$ cat src/rtl/ps2_host_tx.sv
// rtl/ps2_host_tx.sv - PS/2 host-to-device byte transmitter (optional timeout: PS2_TX_TIMEOUT_EN)
module ps2_host_tx #(
  parameter int INHIBIT_CYCLES = 5000,
  parameter int TIMEOUT_CYCLES = 750000
) (
  input  logic       clk,
  input  logic       rst,
  input  logic [7:0] tx_data,
  input  logic       tx_valid,
  output logic       tx_ready,
  input  logic       ps2_clk_in,
  input  logic       ps2_data_in,
  output logic       ps2_clk_oe,
  output logic       ps2_data_oe,
  output logic       tx_done,
  output logic       tx_err
);

`ifdef PS2_TX_TIMEOUT_EN
  // One counter serves the inhibit window and then the frame timeout.
  localparam int CNT_MAX = (INHIBIT_CYCLES > TIMEOUT_CYCLES) ? INHIBIT_CYCLES : TIMEOUT_CYCLES;
`else
  // Without the timeout the counter only spans the inhibit window; TIMEOUT_CYCLES has no effect.
  localparam int CNT_MAX = INHIBIT_CYCLES + 0 * TIMEOUT_CYCLES;
`endif
  localparam int CW = $clog2(CNT_MAX + 1);

  typedef enum logic [2:0] {
    IDLE,
    INHIBIT,
    START,
    SHIFT,
    ACK,
    WAIT_IDLE
  } state_t;

  state_t        state, state_n;
  logic [CW-1:0] cnt, cnt_n;
  logic [8:0]    shreg, shreg_n;
  logic [3:0]    bit_cnt, bit_cnt_n;
  logic          clk_oe_n, data_oe_n, done_n, err_n;

  logic clk_meta, clk_sync, clk_prev;
  logic data_meta, data_sync;
  logic clk_fall;

  // Two-flop synchronizers for the open-collector lines, plus one stage of history for edge detect.
  always_ff @(posedge clk or posedge rst) begin
    if (rst) begin
      clk_meta  <= 1'b1;
      clk_sync  <= 1'b1;
      clk_prev  <= 1'b1;
      data_meta <= 1'b1;
      data_sync <= 1'b1;
    end else begin
      clk_meta  <= ps2_clk_in;
      clk_sync  <= clk_meta;
      clk_prev  <= clk_sync;
      data_meta <= ps2_data_in;
      data_sync <= data_meta;
    end
  end

  assign clk_fall = clk_prev & ~clk_sync;
  assign tx_ready = (state == IDLE);

  // State and all outputs are registered so the line drivers never glitch.
  always_ff @(posedge clk or posedge rst) begin
    if (rst) begin
      state       <= IDLE;
      cnt         <= '0;
      shreg       <= '0;
      bit_cnt     <= '0;
      ps2_clk_oe  <= 1'b0;
      ps2_data_oe <= 1'b0;
      tx_done     <= 1'b0;
      tx_err      <= 1'b0;
    end else begin
      state       <= state_n;
      cnt         <= cnt_n;
      shreg       <= shreg_n;
      bit_cnt     <= bit_cnt_n;
      ps2_clk_oe  <= clk_oe_n;
      ps2_data_oe <= data_oe_n;
      tx_done     <= done_n;
      tx_err      <= err_n;
    end
  end

  // Next-state and next-output logic; line changes follow detected falling edges only.
  always_comb begin
    state_n   = state;
    cnt_n     = cnt;
    shreg_n   = shreg;
    bit_cnt_n = bit_cnt;
    clk_oe_n  = ps2_clk_oe;
    data_oe_n = ps2_data_oe;
    done_n    = 1'b0;
    err_n     = 1'b0;

    case (state)
      IDLE: begin
        clk_oe_n  = 1'b0;
        data_oe_n = 1'b0;
        if (tx_valid) begin
          shreg_n   = {~^tx_data, tx_data};
          cnt_n     = '0;
          bit_cnt_n = '0;
          clk_oe_n  = 1'b1;
          // A one-cycle inhibit window must already carry the start bit.
          data_oe_n = (INHIBIT_CYCLES == 1);
          state_n   = INHIBIT;
        end
      end
      INHIBIT: begin
        cnt_n = cnt + 1'b1;
        // Registered output: set one cycle early so data is low in the last inhibit cycle.
        if (cnt == CW'(INHIBIT_CYCLES - 2)) data_oe_n = 1'b1;
        if (cnt == CW'(INHIBIT_CYCLES - 1)) begin
          cnt_n     = '0;
          clk_oe_n  = 1'b0;
          data_oe_n = 1'b1;
          state_n   = START;
        end
      end
      START: begin
        if (clk_fall) begin
          data_oe_n = ~shreg[0];
          shreg_n   = shreg >> 1;
          bit_cnt_n = 4'd1;
          state_n   = SHIFT;
        end
      end
      SHIFT: begin
        if (clk_fall) begin
          if (bit_cnt == 4'd9) begin
            data_oe_n = 1'b0;
            state_n   = ACK;
          end else begin
            data_oe_n = ~shreg[0];
            shreg_n   = shreg >> 1;
            bit_cnt_n = bit_cnt + 1'b1;
          end
        end
      end
      ACK: begin
        if (clk_fall) begin
          if (!data_sync) begin
            state_n = WAIT_IDLE;
          end else begin
            err_n   = 1'b1;
            state_n = IDLE;
          end
        end
      end
      WAIT_IDLE: begin
        if (clk_sync && data_sync) begin
          done_n  = 1'b1;
          state_n = IDLE;
        end
      end
      default: begin
        clk_oe_n  = 1'b0;
        data_oe_n = 1'b0;
        state_n   = IDLE;
      end
    endcase

`ifdef PS2_TX_TIMEOUT_EN
    // Frame watchdog from clock release until the device returns the bus to idle.
    if (state == START || state == SHIFT || state == ACK || state == WAIT_IDLE) begin
      cnt_n = cnt + 1'b1;
      if (cnt == CW'(TIMEOUT_CYCLES - 1)) begin
        cnt_n     = '0;
        clk_oe_n  = 1'b0;
        data_oe_n = 1'b0;
        done_n    = 1'b0;
        err_n     = 1'b1;
        state_n   = IDLE;
      end
    end
`endif
  end

endmodule

$ cat config.mk
export PLATFORM = sky130hd
export DESIGN_NAME = ps2_host_tx
export DESIGN_NICKNAME = d
export VERILOG_FILES = /design/src/rtl/ps2_host_tx.sv
export SDC_FILE = /design/constraint.sdc
export NUM_CORES = 1
export LEC_CHECK = 0
export CAP_MARGIN = 20
export CORE_MARGIN = 2
export CORE_UTILIZATION = 44
export CTS_BUF_LIST = sky130_fd_sc_hd__clkbuf_8
export DETAILED_ROUTE_END_ITERATION = 16
export GPL_TIMING_DRIVEN = 0
export HOLD_SLACK_MARGIN = 0.1
export PLACE_DENSITY_LB_ADDON = 0.3
export SLEW_MARGIN = 20
export SYNTH_ARGS = -nofsm -noshare
export SYNTH_HDL_FRONTEND = slang
export SYNTH_SLANG_ARGS = --single-unit
$ cat constraint.sdc
create_clock -name clk -period 2.21 [get_ports clk]
set_clock_uncertainty 0.1 [all_clocks]
set_input_delay 0.221 -clock clk [delete_from_list [all_inputs] [get_ports clk]]
set_output_delay 0.221 -clock clk [all_outputs]
set_load 0.03 [all_outputs]
# Word level (Yosys, flattened, before mapping)
# Cells that the tools add are included.
# op_classes
n_addsub	2
multipliers	0
div_mod_pow	0
magnitude_cmp	0
eq_ne	17
n_shift	0
muxes	36
bitwise	5
n_reduce_logical	12
# op_table
cell	n
two-way mux 9 bit	4
one-hot mux 9 bit (3 select lines)	1
== test 13 bit, second input constant	2
two-way mux 13 bit	2
one-hot mux 13 bit (2 select lines)	1
two-way mux 3 bit	8
one-hot mux 3 bit (6 select lines)	1
two-way mux 4 bit	4
!= test 2 bit, second input constant	8
adder 13 x 1 -> 13 bit, second input constant	1
two-way mux 1 bit	12
one-hot mux 4 bit (3 select lines)	1
XNOR reduction 8 bit	1
AND reduction 7 bit	1
== test 3 x 2 -> 1 bit, second input constant	2
== test 3 bit, second input constant	2
AND reduction 5 bit	1
adder 4 x 1 -> 4 bit, second input constant	1
== test 4 bit, second input constant	1
NOT 1 bit	4
one-hot mux 1 bit (4 select lines)	1
AND reduction 2 bit	2
AND reduction 4 bit	1
OR reduction 4 bit	1
other kinds (9)	9
# word_totals
register_bits	38
latch_bits	0
ram_bits	0
mem_bits_ro	0
in_bits	13
output_inout_bits	5
wordCells	85
memories	0

# Longest topological paths before layout
# logic_depth
depth_word	4
ltp_mapped	9
depth_no_buf	7

# Worst setup path before layout
# Ideal clock, no wire load.
# synth_path
path_kind	register to register
startpoint	register cnt[5]
endpoint	register cnt[3]
setup_ps	124
arrival_ps	2055
required_ps	1986
path_slack_ps	-69
path_stages_with_launch	7
synth_period_minus_slack_ps	2279
path_cell_list	dfrtp_1 > or4b_1 > or4_4 > o21ai_4 > buf_6 > nor3_1 > a211o_1
# synth_between
elab_chain_len	3
# synth_rtl
item	line	text
start, declared	38	logic [CW-1:0] cnt, cnt_n;
start signal, assigned	80	cnt <= cnt_n;
== test 13 bit	119	if (cnt == CW'(INHIBIT_CYCLES - 1)) begin
two-way mux 13 bit	119	
one-hot mux 13 bit (2 select lines)	101	case (state)
# Every way passes these cells.
# A chain may end at the register's enable or synchronous reset.

# Final worst setup path
# layout_path
startpoint	register cnt[5]
endpoint	register cnt[9]
# layout_between
elab_chain_len	3
# layout_rtl
item	line
adder 13 x 1 -> 13 bit or == test 13 bit (tied branches)	116, 119
two-way mux 13 bit *	119
one-hot mux 13 bit (2 select lines) *	101
# Mark *: on every way between the ends. The rest lies on a longest branch, timed or not.

==> impl_metrics.json <==
{
  "path_delay_family": "simple AND/OR/NAND/NOR gates",
  "r2r_start": "cnt[5]",
  "tns_ns": -0.580,
  "cellLeakagePower_nw": 1.12,
  "start_kind": "flip-flop",
  "final_common_cell": "dfrtp_1",
  "worstPathArrival_ns": 2.35,
  "powerDensity_nw_per_um2": 1160,
  "antenna_cells": 0,
  "status": "finished with violations",
  "rows": 24,
  "setup_violations": 11,
  "path_buf_inv": 2,
  "synth_seq_cells": 38,
  "ys.flop_type": "dfrtp_1",
  "n_fill_cell": 398,
  "cts.path.max_buffers": 2,
  "finalWirelength_microns": 4110,
  "cts_buffers": 5,
  "ant_nets": 0,
  "worst_pin_slew_ns": 0.644,
  "drtPass1Iterations": 4,
  "hpwl_microns": 2820,
  "num_vias": 1611,
  "globalplace.congestion": 0.800,
  "cts_root_buffer": "clkbuf_8",
  "drc": 0,
  "period_share_pct": 103,
  "synth_cells": 212,
  "syn-num-nets": 231,
  "slowest_delay_ns": 0.47,
  "cap_violations": 0,
  "cp-end-kind": "flip-flop",
  "rsz0062_at_grt": "true",
  "viasPerCell": 5.37,
  "track_usage_pct": 17.3,
  "drt_iter0_markers": 128,
  "grt_pass1_wl_microns": 7040,
  "mappedNetlistArea_sq_um": 2020,
  "grt-ovfl-total": 0,
  "avgRoutedWirePerCell_microns": 13.7,
  "grt_pass1_vias": 1467,
  "cp_cell_sequence": "or4b_1 -> or4_4 -> o21ai_4 -> buf_12 -> buf_8 -> nor2_1 -> o22a_1",
  "synth_edf_count": 0,
  "seq_area_frac_synth_pct": 47.3,
  "io_buffers": 17,
  "layout_min_cycle_time_ns": 2.28,
  "synthTopCellsByArea": "dfrtp_1 (41%), dfstp_2 (6.5%), o21ai_1 (5.4%), nand2_1 (4.6%), mux2i_1 (4.0%)",
  "cp_max_fo": 7,
  "maxSlewHeadroom_pct": 56.9,
  "synth_warnings": 0,
  "cts_tree": "yes",
  "final_cell_mix": "dfrtp_1 (31), nand2_1 (25), o21ai_1 (19)",
  "max_freq_mhz": 438,
  "violations": "negative setup slack",
  "synthArstFlopShare_pct": 100,
  "hold_class": "primary input to flip-flop",
  "core_area_sq_um": 4380,
  "maxSlewViolCount": 0,
  "drive_above_1_share_pct": 17.3,
  "required_ns": 2.28,
  "yosysTopAreaCell": "dfrtp_1",
  "synth_cell_types": 45,
  "utilization_pct": 57.4,
  "fp.dieH_microns": 71.8,
  "synth.top_cell.area_share_pct": 40.8,
  "path_class": "flip-flop to flip-flop",
  "power_mw": 2.93,
  "cts.sinks": 38,
  "clkLatencyLatePin_ns": 0.28,
  "ir_drop_mv": 0.454,
  "hp-start": "ps2_data_in",
  "grt_max_degree": 28,
  "die_width_microns": 71.8,
  "start_util_pct": 46.1,
  "cts-htree-levels": 2,
  "die_area_sq_um": 5150,
  "antenna_found_initial": 0,
  "path_clk_slew_ns": 0.08,
  "hold_violations": 0,
  "syn_area_per_cell_sq_um": 9.54,
  "syn_to_final_growth_pct": 24.6,
  "critical_path.startpoint": "cnt[5]",
  "io_pins": 18,
  "slowest_stage": "or4b_1",
  "final_nets": 266,
  "fin_ws_ns": -0.0730
}
==> final timing paths <==
path                              to  slack (ns)  depth (start not counted)
min reg2reg                 clk_sync        0.26                          0
min                        data_meta        0.24                          1
min in group asynchronous    cnt[10]        0.65                          3
max                           cnt[9]       -0.07                          7
max reg2reg                   cnt[9]       -0.07                          7
max in group asynchronous   clk_prev        0.85                          4
==> layer usage <==
layer | vias up | track usage [%] | wire, microns
met3 | 4 | 4.22 | 163
met1 | 768 | 24.7 | 1990
met4 | 0 | 3.14 | 23
met2 | 30 | 27.1 | 1930
met5 | - | 0 | 0
li1 | 809 | - | -
==> stage by stage <==
stage / instances / setup WS [ns] / hold slack [ns] / area, sq um
after global routing: 300 / -0.124 / 0.219 / 2520
after floorplan: 212 / -0.00539 / 0.125 / 2020
after global placement: 281 / -0.170 / 0.246 / 2260
final: 300 / -0.0730 / 0.237 / 2520
after detailed placement: 282 / -0.172 / 0.248 / 2280
after CTS: 296 / -0.0664 / 0.230 / 2450
==> state kept, by name, summed over array words and instances (netlist names) <==
name	count
data_sync	1
ps2_data_oe	1
clk_prev	1
clk_sync	1
tx_err	1
data_meta	1
tx_done	1
ps2_clk_oe	1
clk_meta	1
cnt	13
bit_cnt	4
shreg	9
state	3
==> area by class of cell <==
type	count	area, sq um	area share (%)
multi-input cells	154	1010	40.0
flip-flops and latches	38	960	38.1
plain buffers	9	58.8	2.33
well taps	52	65.1	2.58
repair buffers	29	294	11.7
clock buffers	6	82.6	3.28
inverters	10	37.5	1.49
clock inverters	2	12.5	0.497
==> cells by family after synthesis <==
kind of cell               after synthesis  synth area share (%)
adders and majority gates                6                  3.71
and+or+nand+nor                         84                  21.3
buffers and inverters                   20                  4.33
muxes                                    9                  4.52
DFF                                     38                  47.3
xor gates and xnor gates                 7                  3.03
AOI/OAI and AO/OA                       48                  15.8
==> cell usage after synthesis (2+ instances only) <==
cell type and n:
mux2i_1 8, and3_1 4, a21oi_1 4, o22a_1 4, dfrtp_1 33, nand2_1 25, nor3_1 7, dfstp_2 5
nand3b_1 2, nor2_1 13, a21o_1 4, o31ai_1 3, xnor2_1 6, nand3_1 10, and2_1 2, o21ai_1 22
clkbuf_1 7, nand2b_1 3, inv_1 9, o2111ai_1 2, a211o_1 2, nor2b_1 7, nor3b_1 3, ha_1 6
==> repair_timing <==
| action | in CTS | in global routing |
|---|---|---|
| setup buffers | 4 | 4 |
| gates resized for setup | 13 | 6 |
| hold buffers | 1 | 0 |
| pin swaps | 9 | 0 |
| gates cloned | 2 | 0 |
| endpoints found under the hold margin | 6 | 0 |
| setup endpoints to repair | 24 | 13 |
==> power by group <==
part	switching, mW	internal, mW
clock network	0.237	0.251
logic	0.824	0.629
registers	0.120	0.866
total	1.18	1.75
Note: power is estimated with default switching activity, not from simulation.
